## src/rtl/mem_arbiter_pkg.sv

```systemverilog
// Shared constants and helpers for the memory arbiter.
//   - address / word geometry and IO decode base
//   - LSB access size encodings and size -> byte-count decode
//   - FSM state and grant-owner encodings
package mem_arbiter_pkg;

  localparam int unsigned AddressWidth = 32;
  localparam int unsigned WordBytes    = 4;
  localparam logic [31:0] IoBase       = 32'h0003_0000;

  localparam logic [1:0] SizeB = 2'b00;
  localparam logic [1:0] SizeH = 2'b01;
  localparam logic [1:0] SizeW = 2'b10;

  typedef enum logic [1:0] {StIdle, StIfRd, StLsRd, StLsWr} state_e;
  typedef enum logic {GrantIf = 1'b0, GrantLsb = 1'b1} grant_e;

  // Reserved encoding 2'b11 is treated as a full word.
  function automatic logic [2:0] size_to_bytes(input logic [1:0] size);
    case (size)
      SizeB:   return 3'd1;
      SizeH:   return 3'd2;
      SizeW:   return 3'(WordBytes);
      default: return 3'(WordBytes);
    endcase
  endfunction

endpackage

```

## src/rtl/mem_arbiter_byte_seq.sv

```systemverilog
// Byte sequencer for the arbiter: issue/capture byte counters, byte address
// generation and little-endian split/assemble of the data word.
// Ports:
//   i_clk, i_rst_n       clock, asynchronous active-low reset
//   i_en                 advance enable (global ready)
//   i_clr                clear both counters
//   i_tx_inc, i_rx_inc   bump issue / capture counter (saturate at WORD_BYTES)
//   i_base, i_wdata      latched base address and store word
//   i_rdata, i_din       partially assembled load word and incoming RAM byte
//   o_tx_idx, o_rx_idx   current issue / capture byte index
//   o_addr               base + issue index (wraps)
//   o_wbyte              store byte selected by the issue index
//   o_word               i_rdata with byte o_rx_idx replaced by i_din
module mem_arbiter_byte_seq
  import mem_arbiter_pkg::*;
#(
  parameter int unsigned ADDR_WIDTH = AddressWidth,
  parameter int unsigned WORD_BYTES = WordBytes
) (
  input  logic                    i_clk,
  input  logic                    i_rst_n,
  input  logic                    i_en,
  input  logic                    i_clr,
  input  logic                    i_tx_inc,
  input  logic                    i_rx_inc,
  input  logic [ADDR_WIDTH-1:0]   i_base,
  input  logic [8*WORD_BYTES-1:0] i_wdata,
  input  logic [8*WORD_BYTES-1:0] i_rdata,
  input  logic [7:0]              i_din,
  output logic [2:0]              o_tx_idx,
  output logic [2:0]              o_rx_idx,
  output logic [ADDR_WIDTH-1:0]   o_addr,
  output logic [7:0]              o_wbyte,
  output logic [8*WORD_BYTES-1:0] o_word
);

  localparam logic [2:0] MaxCnt = 3'(WORD_BYTES);

  logic [2:0] r_tx;
  logic [2:0] r_rx;

  always_ff @(posedge i_clk or negedge i_rst_n) begin
    if (!i_rst_n) begin
      r_tx <= '0;
      r_rx <= '0;
    end else if (i_en) begin
      if (i_clr) begin
        r_tx <= '0;
        r_rx <= '0;
      end else begin
        if (i_tx_inc && (r_tx < MaxCnt)) r_tx <= r_tx + 3'd1;
        if (i_rx_inc && (r_rx < MaxCnt)) r_rx <= r_rx + 3'd1;
      end
    end
  end

  assign o_tx_idx = r_tx;
  assign o_rx_idx = r_rx;
  assign o_addr   = i_base + {{(ADDR_WIDTH-3){1'b0}}, r_tx};

  always_comb begin
    o_wbyte = '0;
    o_word  = i_rdata;
    for (int b = 0; b < WORD_BYTES; b++) begin
      if (r_tx == 3'(b)) o_wbyte = i_wdata[8*b +: 8];
      if (r_rx == 3'(b)) o_word[8*b +: 8] = i_din;
    end
  end

endmodule

```

## src/rtl/mem_arbiter.sv

```systemverilog
// Arbitrates the single byte-wide RAM/IO port between instruction fetch (IF)
// and the load/store buffer (LSB). Multi-byte accesses go one byte per cycle,
// loads are assembled little-endian and zero-extended, and each requester gets
// a one-cycle done pulse. The RAM read port is assumed to pause with rdy_in.
// Ports:
//   clk_in, rst_in, rdy_in                  clock, async active-low reset, global ready
//   mem_din_in/mem_dout_out/mem_a_out/mem_wr_out  RAM byte port
//   io_buffer_full_in                       stalls IO writes while high
//   if_mem_req_in/addr_in, mem_if_done_out/data_out           IF word fetch
//   lsb_mem_req/wr/size/addr/data_in, mem_lsb_done/data_out   LSB load/store
//   rob_mem_rst_in                          flush: aborts reads, stores complete
module mem_arbiter
  import mem_arbiter_pkg::*;
#(
  parameter int unsigned ADDR_WIDTH = AddressWidth,
  parameter int unsigned WORD_BYTES = WordBytes,
  parameter logic [31:0] IO_BASE    = IoBase
) (
  input  logic                    clk_in,
  input  logic                    rst_in,
  input  logic                    rdy_in,
  input  logic [7:0]              mem_din_in,
  output logic [7:0]              mem_dout_out,
  output logic [ADDR_WIDTH-1:0]   mem_a_out,
  output logic                    mem_wr_out,
  input  logic                    io_buffer_full_in,
  input  logic                    if_mem_req_in,
  input  logic [ADDR_WIDTH-1:0]   if_mem_addr_in,
  output logic                    mem_if_done_out,
  output logic [8*WORD_BYTES-1:0] mem_if_data_out,
  input  logic                    lsb_mem_req_in,
  input  logic                    lsb_mem_wr_in,
  input  logic [1:0]              lsb_mem_size_in,
  input  logic [ADDR_WIDTH-1:0]   lsb_mem_addr_in,
  input  logic [8*WORD_BYTES-1:0] lsb_mem_data_in,
  output logic                    mem_lsb_done_out,
  output logic [8*WORD_BYTES-1:0] mem_lsb_data_out,
  input  logic                    rob_mem_rst_in
);

  state_e                  r_state;
  grant_e                  r_last_grant;
  logic [ADDR_WIDTH-1:0]   r_base, r_mem_a;
  logic [8*WORD_BYTES-1:0] r_wdata, r_rdata, r_if_data, r_lsb_data;
  logic [2:0]              r_nbytes;
  logic                    r_is_io, r_a_vld, r_s_vld;
  logic [7:0]              r_mem_dout;
  logic                    r_mem_wr, r_if_done, r_lsb_done;

  logic [2:0]              w_tx_idx, w_rx_idx;
  logic [ADDR_WIDTH-1:0]   w_addr;
  logic [7:0]              w_wbyte;
  logic [8*WORD_BYTES-1:0] w_word;
  logic                    w_clr, w_tx_inc, w_rx_inc;

  // A requester whose done is showing still has its stale request up.
  logic w_if_elig, w_lsb_elig, w_pick_lsb, w_grant;
  assign w_if_elig  = if_mem_req_in && !r_if_done;
  assign w_lsb_elig = lsb_mem_req_in && !r_lsb_done;
  assign w_pick_lsb = w_lsb_elig && (!w_if_elig || (r_last_grant == GrantIf));
  assign w_grant    = (r_state == StIdle) && !rob_mem_rst_in && (w_if_elig || w_lsb_elig);

  logic w_new_io, w_new_stall, w_io_stall, w_tx_left, w_last_rx;
  assign w_new_io    = (lsb_mem_addr_in[17:16] == IO_BASE[17:16]);
  assign w_new_stall = w_pick_lsb && lsb_mem_wr_in && w_new_io && io_buffer_full_in;
  assign w_io_stall  = r_is_io && io_buffer_full_in;
  assign w_tx_left   = (w_tx_idx < r_nbytes);
  // Address issued at Ei is sampled by the RAM at E(i+1); its byte is taken at E(i+2).
  assign w_last_rx   = r_s_vld && (w_rx_idx == (r_nbytes - 3'd1));

  always_comb begin
    w_clr    = 1'b0;
    w_tx_inc = 1'b0;
    w_rx_inc = 1'b0;
    unique case (r_state)
      StIdle: begin
        if (w_grant) w_tx_inc = !w_new_stall;
        else         w_clr    = 1'b1;
      end
      StIfRd, StLsRd: begin
        if (rob_mem_rst_in || w_last_rx) begin
          w_clr = 1'b1;
        end else begin
          w_tx_inc = w_tx_left;
          w_rx_inc = r_s_vld;
        end
      end
      StLsWr: begin
        if (!w_tx_left) w_clr    = 1'b1;
        else            w_tx_inc = !w_io_stall;
      end
      default: w_clr = 1'b1;
    endcase
  end

  mem_arbiter_byte_seq #(
    .ADDR_WIDTH (ADDR_WIDTH),
    .WORD_BYTES (WORD_BYTES)
  ) u_byte_seq (
    .i_clk    (clk_in),
    .i_rst_n  (rst_in),
    .i_en     (rdy_in),
    .i_clr    (w_clr),
    .i_tx_inc (w_tx_inc),
    .i_rx_inc (w_rx_inc),
    .i_base   (r_base),
    .i_wdata  (r_wdata),
    .i_rdata  (r_rdata),
    .i_din    (mem_din_in),
    .o_tx_idx (w_tx_idx),
    .o_rx_idx (w_rx_idx),
    .o_addr   (w_addr),
    .o_wbyte  (w_wbyte),
    .o_word   (w_word)
  );

  always_ff @(posedge clk_in or negedge rst_in) begin
    if (!rst_in) begin
      r_state      <= StIdle;
      r_last_grant <= GrantIf;
      r_base       <= '0;
      r_mem_a      <= '0;
      r_wdata      <= '0;
      r_rdata      <= '0;
      r_if_data    <= '0;
      r_lsb_data   <= '0;
      r_nbytes     <= '0;
      r_is_io      <= 1'b0;
      r_a_vld      <= 1'b0;
      r_s_vld      <= 1'b0;
      r_mem_dout   <= '0;
      r_mem_wr     <= 1'b0;
      r_if_done    <= 1'b0;
      r_lsb_done   <= 1'b0;
    end else if (rdy_in) begin
      r_if_done  <= 1'b0;
      r_lsb_done <= 1'b0;
      unique case (r_state)
        StIdle: begin
          if (w_grant) begin
            r_rdata <= '0;
            r_s_vld <= 1'b0;
            if (w_pick_lsb) begin
              r_last_grant <= GrantLsb;
              r_base       <= lsb_mem_addr_in;
              r_mem_a      <= lsb_mem_addr_in;
              r_nbytes     <= size_to_bytes(lsb_mem_size_in);
              r_wdata      <= lsb_mem_data_in;
              r_is_io      <= w_new_io;
              if (lsb_mem_wr_in) begin
                r_state    <= StLsWr;
                r_mem_dout <= lsb_mem_data_in[7:0];
                r_mem_wr   <= !w_new_stall;
                r_a_vld    <= 1'b0;
              end else begin
                r_state <= StLsRd;
                r_a_vld <= 1'b1;
              end
            end else begin
              r_last_grant <= GrantIf;
              r_base       <= if_mem_addr_in;
              r_mem_a      <= if_mem_addr_in;
              r_nbytes     <= 3'(WORD_BYTES);
              r_is_io      <= 1'b0;
              r_state      <= StIfRd;
              r_a_vld      <= 1'b1;
            end
          end
        end
        StIfRd, StLsRd: begin
          if (rob_mem_rst_in) begin
            // Aborted read: also swallows a done that would land on this edge.
            r_state <= StIdle;
            r_a_vld <= 1'b0;
            r_s_vld <= 1'b0;
          end else begin
            r_s_vld <= r_a_vld;
            if (r_s_vld) r_rdata <= w_word;
            if (w_last_rx) begin
              r_state <= StIdle;
              r_a_vld <= 1'b0;
              r_s_vld <= 1'b0;
              if (r_state == StIfRd) begin
                r_if_done <= 1'b1;
                r_if_data <= w_word;
              end else begin
                r_lsb_done <= 1'b1;
                r_lsb_data <= w_word;
              end
            end else if (w_tx_left) begin
              r_mem_a <= w_addr;
              r_a_vld <= 1'b1;
            end else begin
              r_a_vld <= 1'b0;
            end
          end
        end
        StLsWr: begin
          // Committed stores ignore the flush.
          if (!w_tx_left) begin
            r_mem_wr   <= 1'b0;
            r_lsb_done <= 1'b1;
            r_state    <= StIdle;
          end else if (w_io_stall) begin
            r_mem_wr <= 1'b0;
          end else begin
            r_mem_a    <= w_addr;
            r_mem_dout <= w_wbyte;
            r_mem_wr   <= 1'b1;
          end
        end
        default: r_state <= StIdle;
      endcase
    end
  end

  assign mem_a_out        = r_mem_a;
  assign mem_dout_out     = r_mem_dout;
  assign mem_wr_out       = r_mem_wr && rdy_in;
  assign mem_if_done_out  = r_if_done;
  assign mem_if_data_out  = r_if_data;
  assign mem_lsb_done_out = r_lsb_done;
  assign mem_lsb_data_out = r_lsb_data;

endmodule

```

## config.mk

```make
export PLATFORM = sky130hd
export DESIGN_NAME = mem_arbiter
export DESIGN_NICKNAME = d
export VERILOG_FILES = /design/src/rtl/mem_arbiter_pkg.sv /design/src/rtl/mem_arbiter_byte_seq.sv /design/src/rtl/mem_arbiter.sv
export SDC_FILE = /design/constraint.sdc
export NUM_CORES = 1
export LEC_CHECK = 0
export CORE_MARGIN = 2
export CORE_UTILIZATION = 41
export DETAILED_ROUTE_END_ITERATION = 7
export PLACE_DENSITY = 0.67
export SLEW_MARGIN = 30
export SYNTH_ARGS = -nofsm -noshare
export SYNTH_HDL_FRONTEND = slang
export SYNTH_SLANG_ARGS = --single-unit
export TNS_END_PERCENT = 5
```

## constraint.sdc

```tcl
create_clock -name clk_in -period 3.6 [get_ports clk_in]
set_input_delay 0.72 -clock clk_in [delete_from_list [all_inputs] [get_ports clk_in]]
set_output_delay 0.72 -clock clk_in [all_outputs]
set_load 0.01 [all_outputs]
```

==> impl_metrics.json <==
{
  "cts_setup_buffers": 0,
  "synthAdderAreaFrac_pct": 2.49,
  "muxShareOfSynthArea_pct": 13.7,
  "fin_skew_ps": 16.6,
  "slew_headroom_pct": 32.0,
  "cp-start-kind": "primary input",
  "ctsLongestPathBuffers": 3,
  "synth_edf_count": 0,
  "cp_cell_sequence": "clkdlybuf4s50_1 -> inv_1 -> nor2_1 -> clkdlybuf4s50_1",
  "whs_ps": 48.1,
  "synth_ff_type": "dfrtp_1",
  "path_common_cell": "clkdlybuf4s50_1",
  "cp_data_arrival_time_ps": 2210,
  "worst_pin_slew_ps": 1010,
  "port_buffers": 220,
  "place_area_mm2": 0.0134,
  "synth_cell_types": 65,
  "design_area_mm2": 0.0142,
  "power.share.clock_pct": 23.0,
  "syn_inst": 1025,
  "final_nets": 1367,
  "synthesis.nets": 1160,
  "p_int_mw": 6.85,
  "htreeDepth": 1,
  "die_w_um": 167,
  "coreArea_mm2": 0.0261,
  "dr.pass1.iters": 5,
  "cp_slowest_cell": "clkdlybuf4s50_1",
  "critical_path_buf_inv_count": 3,
  "p_per_area_mw_per_mm2": 751,
  "postLayoutCoreUtil_pct": 54.6,
  "grt_max_degree": 111,
  "synthSimpleGateAreaFrac_pct": 12.9,
  "drcViolationCount": 0,
  "drv_slew": 0,
  "period_needed_ps": 2930,
  "min_period_over_period_pct": 81.3,
  "ir_drop_mv": 0.393,
  "synthTopCellsByArea": "dfrtp_1 50%, mux2_2 6.0%, mux2i_1 5.7%",
  "num_vias": 8697,
  "drv_cap": 0,
  "synth_area_leader_cell": "dfrtp_1",
  "clock.fmax_ghz": 0.342,
  "synth_warnings": 0,
  "avgSynthCellArea_um2": 10.6,
  "wl_per_cell_um": 18.1,
  "grt_usage_pct": 20.2,
  "r2r_cells": 8,
  "crit_family": "buffers and inverters",
  "cpPeakStageDelay_ps": 630,
  "antenna_found_initial": 1,
  "synthArstFlopShare_pct": 100,
  "worst_ep_required_time_ps": 2880,
  "yosysTopAreaCellShare_pct": 50.3,
  "die_y_um": 167,
  "clock-sinks": 218,
  "grt_pass1_vias": 8501,
  "grt_setup_unrepaired": "no",
  "r2r_start": "r_state[0]",
  "crit_fanout": 8,
  "p_total_mw": 10.7,
  "netlist_area_mm2": 0.0109,
  "synth_top_family_by_area": "compound AO/OA/AOI/OAI gates",
  "synth_compound_area_share_pct": 15.5,
  "syn_to_final_growth_pct": 31.1,
  "power_leakage_nw": 6.07,
  "drtAntennaViolNets": 0,
  "gp_congestion": 0.858,
  "combPwrFrac_pct": 40.2,
  "dp_hpwl_um": 20500,
  "reg2reg_slack_ps": 970,
  "dp.cells": 1539,
  "yosysSeqAreaShare_pct": 50.3,
  "rr_endpoint": "mem_a_out[1]",
  "final_cell_mix": "219 x clkdlybuf4s50_1, 218 x dfrtp_1, 143 x nand2_1",
  "drtIter0Drc": 645,
  "finalHoldViolations": 0,
  "finalSetupViolCount": 0,
  "start_util_pct": 41.7,
  "cts_buffers": 25,
  "tritoncts": "yes",
  "dp_slack_ps": 494,
  "clock_latency_ps": 520,
  "worstSetupPathType": "in -> out",
  "cts_root_buf": "clkbuf_16",
  "clkTransAtPathRegs_ps": 50,
  "layout_commonest_cell": "clkdlybuf4s50_1",
  "drive_gt1_share_pct": 11.8,
  "hp-class": "in -> async",
  "row_count": 59,
  "grt_pass1_wl_um": 45800,
  "grt_overflow": 0,
  "cts-resized-gates": 0,
  "setup_slack_ps": 673,
  "fin_setup_tns_ps": 0,
  "cts_hold_buf": 0,
  "synth-seq-cells": 218,
  "final_cells": 1587,
  "io_pins": 221,
  "die_area_mm2": 0.0278,
  "p_sw_mw": 3.84,
  "seqPwrFrac_pct": 36.8,
  "status": "complete, no violations",
  "endpoint_kind": "output port",
  "via_per_inst": 5.48,
  "synth-xor-area-share_pct": 1.68,
  "power_switching_share_pct": 35.9,
  "drt_wl_total_um": 28700
}
Yosys cell counts (5+ instances only):
cell / n
buf_1: 8
nor4_1: 7
nor2_1: 33
o211ai_1: 21
a32o_1: 24
and4_1: 5
clkbuf_1: 46
xnor2_1: 9
inv_1: 26
ha_1: 20
a21boi_0: 8
nand3_1: 36
a211oi_1: 5
nor2b_1: 8
mux2i_1: 62
mux2_2: 58
o21ai_0: 101
a31oi_1: 16
o2bb2ai_1: 9
a22o_1: 9
dfrtp_1: 218
xor2_1: 9
o221ai_1: 5
a21oi_1: 13
mux2_4: 14
nand2_1: 143
buf_2: 7
o31a_1: 6
a21o_1: 6
nand4_1: 19
nor3_1: 14
logic make-up (layout without fill, tap and decap cells):
family	after synthesis	in the layout
fa+ha+maj	21	21
flops	218	218
buf+inv	92	318
compound gates	248	248
other cells	0	1
xor+xnor	19	19
simple gates	293	293
mux	134	134
power by group through the flow:
stage / Clock [mW] / Sequential [mW] / Combinational (mW)
global placement: 0 / 3.94 / 4.21
detailed placement: 0 / 3.95 / 4.29
floorplan: 0 / 3.88 / 2.80
finish: 2.46 / 3.93 / 4.30
global route: 2.63 / 4.04 / 4.71
CTS: 2.52 / 3.93 / 4.32
cell type report:
type	instances	area [um2]
Clock buffer	37	721
Multi-Input combinational cell	715	5020
Inverter	28	105
Tap cell	335	419
Sequential cell	218	5460
Antenna cell	1	2.50
Timing Repair Buffer	244	2430
Fill cell	2311	11800
Clock inverter	9	77.6
layer usage:
layer  part of all wire (%)  global-route usage (%)  wire length (um)  vias to the layer above
met2                     46                    31.9             13200                      246
met3                    5.8                    3.87              1670                       31
li1                       -                       -                 -                     4153
met1                     46                    28.8             13300                     4267
met5                      0                       0                 0                        -
met4                    1.8                    4.84               517                        0
worst max path at each step:
stage                               from             to  slack [ps]  cells past startpoint
after floorplan           lsb_mem_req_in  mem_a_out[10]        1120                      8
after global placement    lsb_mem_req_in   mem_a_out[1]         550                      7
after detailed placement  lsb_mem_req_in    r_rdata[17]         490                      6
after CTS                         rdy_in     mem_wr_out         670                      4
after global routing              rdy_in     mem_wr_out         580                      4
final                             rdy_in     mem_wr_out         670                      4
sequential cells by signal (all words and copies together) (netlist names), 2 cells and up:
signal and count:
r_base 32, u_byte_seq.o_rx_idx 3, r_rdata 32, mem_if_data_out 32, mem_lsb_data_out 32, u_byte_seq.o_tx_idx 3
r_wdata 32, mem_a_out 32, r_nbytes 3, mem_dout_out 8, r_state 2
Power figures use the tool's default switching activity.
